### config.mk
export PLATFORM = sky130hd
export DESIGN_NAME = xbus_disp32_regs
export DESIGN_NICKNAME = d
export VERILOG_FILES = /design/src/rtl/xbus_disp32_pkg.sv /design/src/rtl/xbus_disp32_regs_strobe_sync.sv /design/src/rtl/xbus_disp32_regs.sv
export SDC_FILE = /design/constraint.sdc
export NUM_CORES = 1
export LEC_CHECK = 0
export BUFFER_PORTS_ARGS = -buffer_cell sky130_fd_sc_hd__buf_2
export CORE_ASPECT_RATIO = 0.5
export CORE_UTILIZATION = 45
export CTS_CLUSTER_DIAMETER = 40
export DETAILED_ROUTE_END_ITERATION = 10
export PLACE_DENSITY = 0.66
export SYNTH_ARGS = -nofsm -noshare
export SYNTH_HDL_FRONTEND = slang
export SYNTH_SLANG_ARGS = --single-unit
### constraint.sdc
create_clock -name CLK -period 4.37 [get_ports CLK]
set_input_delay 0.6555 -clock CLK [delete_from_list [all_inputs] [get_ports CLK]]
set_output_delay 0.6555 -clock CLK [all_outputs]
set_load 0.05 [all_outputs]
### src/rtl/xbus_disp32_pkg.sv
// Shared definitions for the 8051 XDATA display register block:
// register offsets, control bit positions and bus FSM encoding.
package xbus_disp32_pkg;

   localparam logic [2:0]  OFF_STAGE0 = 3'd0;
   localparam logic [2:0]  OFF_STAGE1 = 3'd1;
   localparam logic [2:0]  OFF_STAGE2 = 3'd2;
   localparam logic [2:0]  OFF_STAGE3 = 3'd3;
   localparam logic [2:0]  OFF_CTRL   = 3'd4;
   localparam logic [2:0]  OFF_COMMIT = 3'd5;
   localparam logic [15:0] NUM_REGS   = 16'd6;

   localparam int CTRL_OE_BIT = 0;

   typedef enum logic [1:0] {
      ST_IDLE   = 2'd0,
      ST_WR_ACT = 2'd1,
      ST_RD_ACT = 2'd2
   } bus_state_e;

endpackage

### src/rtl/xbus_disp32_regs_strobe_sync.sv
// Brings an asynchronous active-low bus strobe into CLK and flags its edges.
// Flops reset to 1 so a strobe held low through reset reads as a fresh fall.
module strobe_sync #(
   parameter int SYNC_STAGES = 2
) (
   input  logic CLK,
   input  logic nRST,
   input  logic strb_n,
   output logic level,
   output logic rise,
   output logic fall
);

   logic [SYNC_STAGES-1:0] sync_r;
   logic                   prev_r;
   logic                   rise_r;
   logic                   fall_r;

   // Synchroniser chain plus registered edge pulses
   always_ff @(posedge CLK) begin
      if (!nRST) begin
         sync_r <= {SYNC_STAGES{1'b1}};
         prev_r <= 1'b1;
         rise_r <= 1'b0;
         fall_r <= 1'b0;
      end else begin
         sync_r <= {sync_r[SYNC_STAGES-2:0], strb_n};
         prev_r <= sync_r[SYNC_STAGES-1];
         rise_r <= sync_r[SYNC_STAGES-1] & ~prev_r;
         fall_r <= ~sync_r[SYNC_STAGES-1] & prev_r;
      end
   end

   assign level = sync_r[SYNC_STAGES-1];
   assign rise  = rise_r;
   assign fall  = fall_r;

endmodule

### src/rtl/xbus_disp32_regs.sv
// 8051 XDATA register file for the 32-bit hex display: byte staging with an
// atomic commit to disp_data, a control register for disp_oe, and read-back.
module xbus_disp32_regs
   import xbus_disp32_pkg::*;
#(
   parameter logic [15:0] BASE_ADDR   = 16'hF000,
   parameter int          SYNC_STAGES = 2
) (
   input  logic        CLK,
   input  logic        nRST,
   input  logic [15:0] ADDR,
   input  logic [7:0]  DIN,
   input  logic        nWR,
   input  logic        nRD,
   output logic [7:0]  DOUT,
   output logic        DOUT_EN,
   output logic [31:0] disp_data,
   output logic        disp_oe
);

   bus_state_e  state_r;
   logic [15:0] addr_cap_r;
   logic [7:0]  din_cap_r;
   logic [31:0] stage_r;
   logic [31:0] disp_data_r;
   logic        disp_oe_r;
   logic [7:0]  dout_r;
   logic        dout_en_r;

   logic        wr_level_s, wr_rise_s, wr_fall_s;
   logic        rd_level_s, rd_rise_s, rd_fall_s;
   logic [15:0] off_full_s;
   logic [2:0]  off_s;
   logic        hit_s;
   logic [7:0]  rd_data_s;

   strobe_sync #(.SYNC_STAGES(SYNC_STAGES)) u_wr_sync (
      .CLK    (CLK),
      .nRST   (nRST),
      .strb_n (nWR),
      .level  (wr_level_s),
      .rise   (wr_rise_s),
      .fall   (wr_fall_s)
   );

   strobe_sync #(.SYNC_STAGES(SYNC_STAGES)) u_rd_sync (
      .CLK    (CLK),
      .nRST   (nRST),
      .strb_n (nRD),
      .level  (rd_level_s),
      .rise   (rd_rise_s),
      .fall   (rd_fall_s)
   );

   // Address decode and read-back mux from the captured address
   always_comb begin
      off_full_s = addr_cap_r - BASE_ADDR;
      off_s      = off_full_s[2:0];
      if (off_full_s < NUM_REGS) begin
         hit_s = 1'b1;
      end else begin
         hit_s = 1'b0;
      end
      rd_data_s = 8'h00;
      case (off_s)
         OFF_STAGE0: rd_data_s = disp_data_r[7:0];
         OFF_STAGE1: rd_data_s = disp_data_r[15:8];
         OFF_STAGE2: rd_data_s = disp_data_r[23:16];
         OFF_STAGE3: rd_data_s = disp_data_r[31:24];
         OFF_CTRL:   rd_data_s[CTRL_OE_BIT] = disp_oe_r;
         default:    rd_data_s = 8'h00;
      endcase
   end

   // Bus FSM with staging, commit and read-back registers
   always_ff @(posedge CLK) begin
      if (!nRST) begin
         state_r     <= ST_IDLE;
         addr_cap_r  <= 16'h0000;
         din_cap_r   <= 8'h00;
         stage_r     <= 32'h0000_0000;
         disp_data_r <= 32'h0000_0000;
         disp_oe_r   <= 1'b0;
         dout_r      <= 8'h00;
         dout_en_r   <= 1'b0;
      end else begin
         case (state_r)
            ST_IDLE: begin
               // Acting on a fall only while the level is still low rejects glitches
               if (wr_fall_s && !wr_level_s) begin
                  state_r    <= ST_WR_ACT;
                  addr_cap_r <= ADDR;
                  din_cap_r  <= DIN;
               end else if (rd_fall_s && !rd_level_s) begin
                  state_r    <= ST_RD_ACT;
                  addr_cap_r <= ADDR;
               end else begin
                  state_r <= ST_IDLE;
               end
            end
            ST_WR_ACT: begin
               if (wr_rise_s) begin
                  if (hit_s) begin
                     case (off_s)
                        OFF_STAGE0: stage_r[7:0]   <= din_cap_r;
                        OFF_STAGE1: stage_r[15:8]  <= din_cap_r;
                        OFF_STAGE2: stage_r[23:16] <= din_cap_r;
                        OFF_STAGE3: begin
                           stage_r[31:24] <= din_cap_r;
                           disp_data_r    <= {din_cap_r, stage_r[23:0]};
                        end
                        OFF_CTRL:   disp_oe_r   <= din_cap_r[CTRL_OE_BIT];
                        OFF_COMMIT: disp_data_r <= stage_r;
                        default:    stage_r     <= stage_r;
                     endcase
                  end
                  state_r <= ST_IDLE;
               end else begin
                  addr_cap_r <= ADDR;
                  din_cap_r  <= DIN;
               end
            end
            ST_RD_ACT: begin
               if (rd_rise_s) begin
                  dout_en_r <= 1'b0;
                  dout_r    <= 8'h00;
                  state_r   <= ST_IDLE;
               end else begin
                  addr_cap_r <= ADDR;
                  dout_en_r  <= hit_s;
                  dout_r     <= hit_s ? rd_data_s : 8'h00;
               end
            end
            default: begin
               state_r   <= ST_IDLE;
               dout_en_r <= 1'b0;
            end
         endcase
      end
   end

   assign DOUT      = dout_r;
   assign DOUT_EN   = dout_en_r;
   assign disp_data = disp_data_r;
   assign disp_oe   = disp_oe_r;

endmodule

Yosys cells after proc, flatten, opt, wreduce, memory -nomap -nowiden:

Cells that the tools add are included.

* bitwise operators: 8
* mux-type cells: 21
* magnitude comparators: 1
* reduce and logical (&&, ||, !) cells: 19
* eq/ne operators: 13
* add/subtract/negate cells: 1

Operators with widths (count)
* 16-bit 2-to-1 mux: 4
* 32-bit one-hot mux with 2 select lines: 1
* 16-bit one-hot mux with 3 select lines: 1
* 8-bit 2-to-1 mux: 4
* 7-bit one-hot mux with 4 select lines: 1
* 4-bit AND reduction: 7
* 16-bit by 3-bit less-than comparator with 1-bit output, second input constant: 1
* 8-bit one-hot mux with 2 select lines: 1
* 16-bit subtractor, second input constant: 1
* 2-bit 2-to-1 mux: 4
* 3-bit by 2-bit == test with 1-bit output, second input constant: 2
* 3-bit == test, second input constant: 2
* 2-bit != test, second input constant: 3
* 2-bit one-hot mux with 3 select lines: 1
* 1-bit one-hot mux with 5 select lines: 1
* 1-bit bitwise AND: 4
* 2-bit by 1-bit != test with 1-bit output, second input constant: 2
* 1-bit NOT: 4
* 2-bit nonzero test: 2
* 3-bit by 1-bit == test with 1-bit output, second input constant: 1
* 3-bit logical NOT: 1
* 3-bit != test, second input constant: 1
* 3-bit AND reduction: 1
* 3-bit nonzero test: 1
* 9 further kinds: 12

* output and inout port bits: 42
* logic and storage cells: 82
* bits of input ports: 28
* register bits after elaboration: 110

Depth between registers and ports, before layout:

* depth in word-level cells: 5
* mapped depth: 8
* mapped depth without buffers: 6

By module:

A second synthesis with hierarchy kept.

* cells, all modules: 451
* area total of the unflattened synthesis: 4564.4 um^2

Modules (own cells, without submodules)
* xbus_disp32_regs: cells an instance 431, area an instance 4291.6 um^2, times used 1, sequential area each 2001.9 um^2
* strobe_sync: cells an instance 10, area an instance 136.4 um^2, times used 2, sequential area each 100.1 um^2

Worst setup path before layout:

No wires, ideal clock.

* path type: flip-flop to flip-flop
* start: register addr_cap_r[10]
* end: register stage_r[16]
* setup slack: 2056 ps
* data required time: 4248 ps
* buffers on the path: 2
* arrival time: 2193 ps
* clock period less this slack: 2314 ps
* cell stages (with the launch flop): 7
* setup time: 122 ps
* cells stage by stage: dfxtp_1 > or4_4 > or4_4 > buf_6 > or4b_4 > buf_6 > mux2i_1

* word-level cells in the longest chain between the ends: 4

RTL lines
* start: declaration: line xbus_disp32_regs.sv:22 `logic [15:0] addr_cap_r;`
* start signal: assignment: line xbus_disp32_regs.sv:79 `addr_cap_r <= 16'h0000;`
* start signal: assignment: line xbus_disp32_regs.sv:92 `addr_cap_r <= ADDR;`
* start signal: assignment: line xbus_disp32_regs.sv:96 `addr_cap_r <= ADDR;`
* 16-bit subtractor: line xbus_disp32_regs.sv:57 `off_full_s = addr_cap_r - BASE_ADDR;`
* 16-bit by 3-bit less-than comparator with 1-bit output: line xbus_disp32_regs.sv:59 `if (off_full_s < NUM_REGS) begin`
* 1-bit 2-to-1 mux: line xbus_disp32_regs.sv:59
* 4-bit AND reduction (no line)
* end signal: assignment: line xbus_disp32_regs.sv:107 `OFF_STAGE2: stage_r[23:16] <= din_cap_r;`
* end signal: assignment: line xbus_disp32_regs.sv:114 `default: stage_r <= stage_r;`
* end: declaration: line xbus_disp32_regs.sv:24 `logic [31:0] stage_r;`

Every way passes these cells.
A chain may end at the register's enable or synchronous reset.

Worst setup path in the final report:

* start: register addr_cap_r[10]
* end: register disp_data_r[1], in the netlist disp_data[1]

* word-level cells in the longest chain between the ends: 4

RTL lines
* 16-bit subtractor: line xbus_disp32_regs.sv:57
* 16-bit by 3-bit less-than comparator with 1-bit output: line xbus_disp32_regs.sv:59
* 1-bit 2-to-1 mux: line xbus_disp32_regs.sv:59
* 4-bit AND reduction (no line)
* end signal: assignment: line xbus_disp32_regs.sv:110 `disp_data_r <= {din_cap_r, stage_r[23:0]};`
* end signal: assignment: line xbus_disp32_regs.sv:113 `OFF_COMMIT: disp_data_r <= stage_r;`
* end: declaration: line xbus_disp32_regs.sv:25 `logic [31:0] disp_data_r;`

Every way passes these cells.

==> flow_summary.json <==
{
  "grt_max_degree": 74,
  "syn_area_per_cell_um2": 9.97,
  "power_mw": 1.84,
  "ys_types": 39,
  "clock_latency_ns": 0.35,
  "cp_max_fo": 17,
  "netlist_area_um2": 4540,
  "grt_overflow": 0,
  "seq_area_frac_synth_pct": 48.5,
  "p_leak_nw": 2.09,
  "diodes": 0,
  "maxSlewViolCount": 0,
  "grt_pass1_vias": 2969,
  "finalNonFillerCells": 650,
  "synthAdderAreaFrac_pct": 0.826,
  "cts_tree": "built",
  "postSynth.asyncResetShare_pct": 0,
  "drtPass1Iterations": 4,
  "final_core_util_pct": 54.4,
  "gp_congestion": 0.719,
  "fin_area_um2": 5240,
  "htreeDepth": 3,
  "synthSimpleGateAreaFrac_pct": 17.1,
  "drv_cap": 0,
  "synth_edf_count": 0,
  "wl_per_cell_um": 14.7,
  "period_share_pct": 60.8,
  "cts_resized": 0,
  "track_usage_pct": 19.2,
  "final_common_cell": "dfxtp_1",
  "syn_nets": 487,
  "rsz0062_at_grt": "false",
  "synthMuxAreaShare_pct": 22.4,
  "setup_viol": 0,
  "synth-xor-area-share_pct": 0.193,
  "max_freq_mhz": 377,
  "netlist_instances": 456,
  "hold_violations": 0,
  "postCtsHoldBufs": 0,
  "place_inst": 634,
  "place_area_um2": 4950,
  "antenna_found_initial": 0,
  "syn2layout_area_growth_pct": 15.3,
  "cts_buffer_depth": 2,
  "routed_wirelength_um": 9540,
  "vdd_ir_drop_max_mv": 0.176,
  "die_w_um": 144,
  "ios": 70,
  "power.density_nw_per_um2": 352,
  "portBuffers": 69,
  "synth_compound_area_share_pct": 6.66,
  "drc": 0,
  "synth_seq_cells": 110,
  "num_rows": 25,
  "place_hpwl_um": 6360,
  "worstPathArrival_ns": 2.93,
  "root_buffer": "clkbuf_16",
  "hp-start": "u_wr_sync.sync_r[0]",
  "required_ns": 4.65,
  "grt_pass1_wl_um": 15000,
  "crit_type": "register to register",
  "layout.nets": 541,
  "tns_ns": 0,
  "startpoint_type": "register",
  "synth_ff_type": "dfxtp_1",
  "dieArea_um2": 10500,
  "yosysWarnings": 0,
  "period_minus_slack_ns": 2.66,
  "final_cell_mix": "dfxtp_1 (110), nand2_1 (94), mux2i_1 (77)",
  "worst_slack_ns": 1.71,
  "antenna_left": 0,
  "cts_sinks": 110,
  "slew_headroom_pct": 36.4,
  "reg2reg_from": "addr_cap_r[10]",
  "drtIter0Drc": 127,
  "finClkSkew_ns": 0.00930,
  "endpoint_kind": "register",
  "dp_slack_ns": 1.71,
  "drive_gt1_share_pct": 21.7,
  "initial_core_util_pct": 47.2,
  "fp.dieH_um": 73.1,
  "startpoint": "addr_cap_r[10]",
  "tightest_slew_ns": 0.952,
  "vias": 3273,
  "numCtsBuffers": 9,
  "status": "completed",
  "synth_top_family_by_area": "multiplexers",
  "avgViaCountPerCell": 5.04,
  "whs_ns": 0.408,
  "clk_pin_slew_ns": 0.07,
  "core_um2": 9630,
  "min_path_type": "register to register",
  "cts_setup_buffers": 0
}
sequential cells by signal, indices dropped and copies added (netlist names):
| signal | cells |
|---|---|
| u_wr_sync.fall | 1 |
| stage_r | 32 |
| u_wr_sync.rise | 1 |
| u_rd_sync.prev_r | 1 |
| DOUT | 8 |
| u_rd_sync.sync_r | 2 |
| disp_oe | 1 |
| disp_data | 32 |
| addr_cap_r | 16 |
| din_cap_r | 8 |
| state_r | 2 |
| DOUT_EN | 1 |
| u_wr_sync.prev_r | 1 |
| u_wr_sync.sync_r | 2 |
| u_rd_sync.rise | 1 |
| u_rd_sync.fall | 1 |
layer usage:
metal	part of all wire (%)	vias to the layer above	GRT usage [%]	wire length (µm)
met3	4.0	8	5.45	379
met5	0	-	0	0
met4	0.76	0	5.32	72
li1	-	1660	-	-
met1	50	1550	25.7	4810
met2	45	55	30.4	4270
area by class of cell:
type                            instances  area [µm²]
Clock buffer                           13         260
Fill cell                             900        4390
Timing Repair Buffer                   74         385
Sequential cell                       110        2200
Multi-Input combinational cell        303        2150
Clock inverter                          3        25.0
Tap cell                              135         169
Inverter                               12        45.0
synthesized netlist by cell type, drive strengths merged, types with 5 or more instances:
| cell | count | area share, % |
|---|---|---|
| a21boi | 17 | 2.8 |
| mux4 | 7 | 3.5 |
| nand2 | 94 | 7.8 |
| mux2 | 8 | 2.0 |
| dfxtp | 110 | 48 |
| buf | 12 | 1.8 |
| nand2b | 7 | 0.96 |
| inv | 12 | 0.99 |
| o21ai | 27 | 3.0 |
| nor2 | 5 | 0.41 |
| nor2b | 12 | 1.7 |
| mux2i | 77 | 17 |
| clkbuf | 19 | 1.6 |
| nand3 | 18 | 2.0 |
worst max-delay path: stages, from the launching register on:
cell,delay [ns]
dfxtp_1,0.32
or4_4,0.53
or4_4,0.60
nor2_4,0.48
buf_4,0.42
mux2i_1,0.23
worst paths after layout:
check,end,slack [ns],cells after the start
max,disp_data[1],1.71,5
min,u_wr_sync.sync_r[1],0.41,1
max reg2reg,disp_data[1],1.71,5
min reg2reg,u_wr_sync.sync_r[1],0.41,1
kinds of logic after synthesis:
kind of cell / after synthesis
fa+ha+maj: 3
mux: 92
simple gates: 158
xor+xnor: 1
flops: 110
buf+inv: 43
compound gates: 49
where the power goes:
| part | internal (mW) | leakage (nW) | switching (mW) |
|---|---|---|---|
| registers | 1.01 | 0.887 | 0.00359 |
| logic | 0.0196 | 1.07 | 0.0276 |
| clock network | 0.423 | 0.137 | 0.361 |
| total | 1.45 | 2.09 | 0.392 |
No activity file was read; power rests on OpenSTA's default activity.
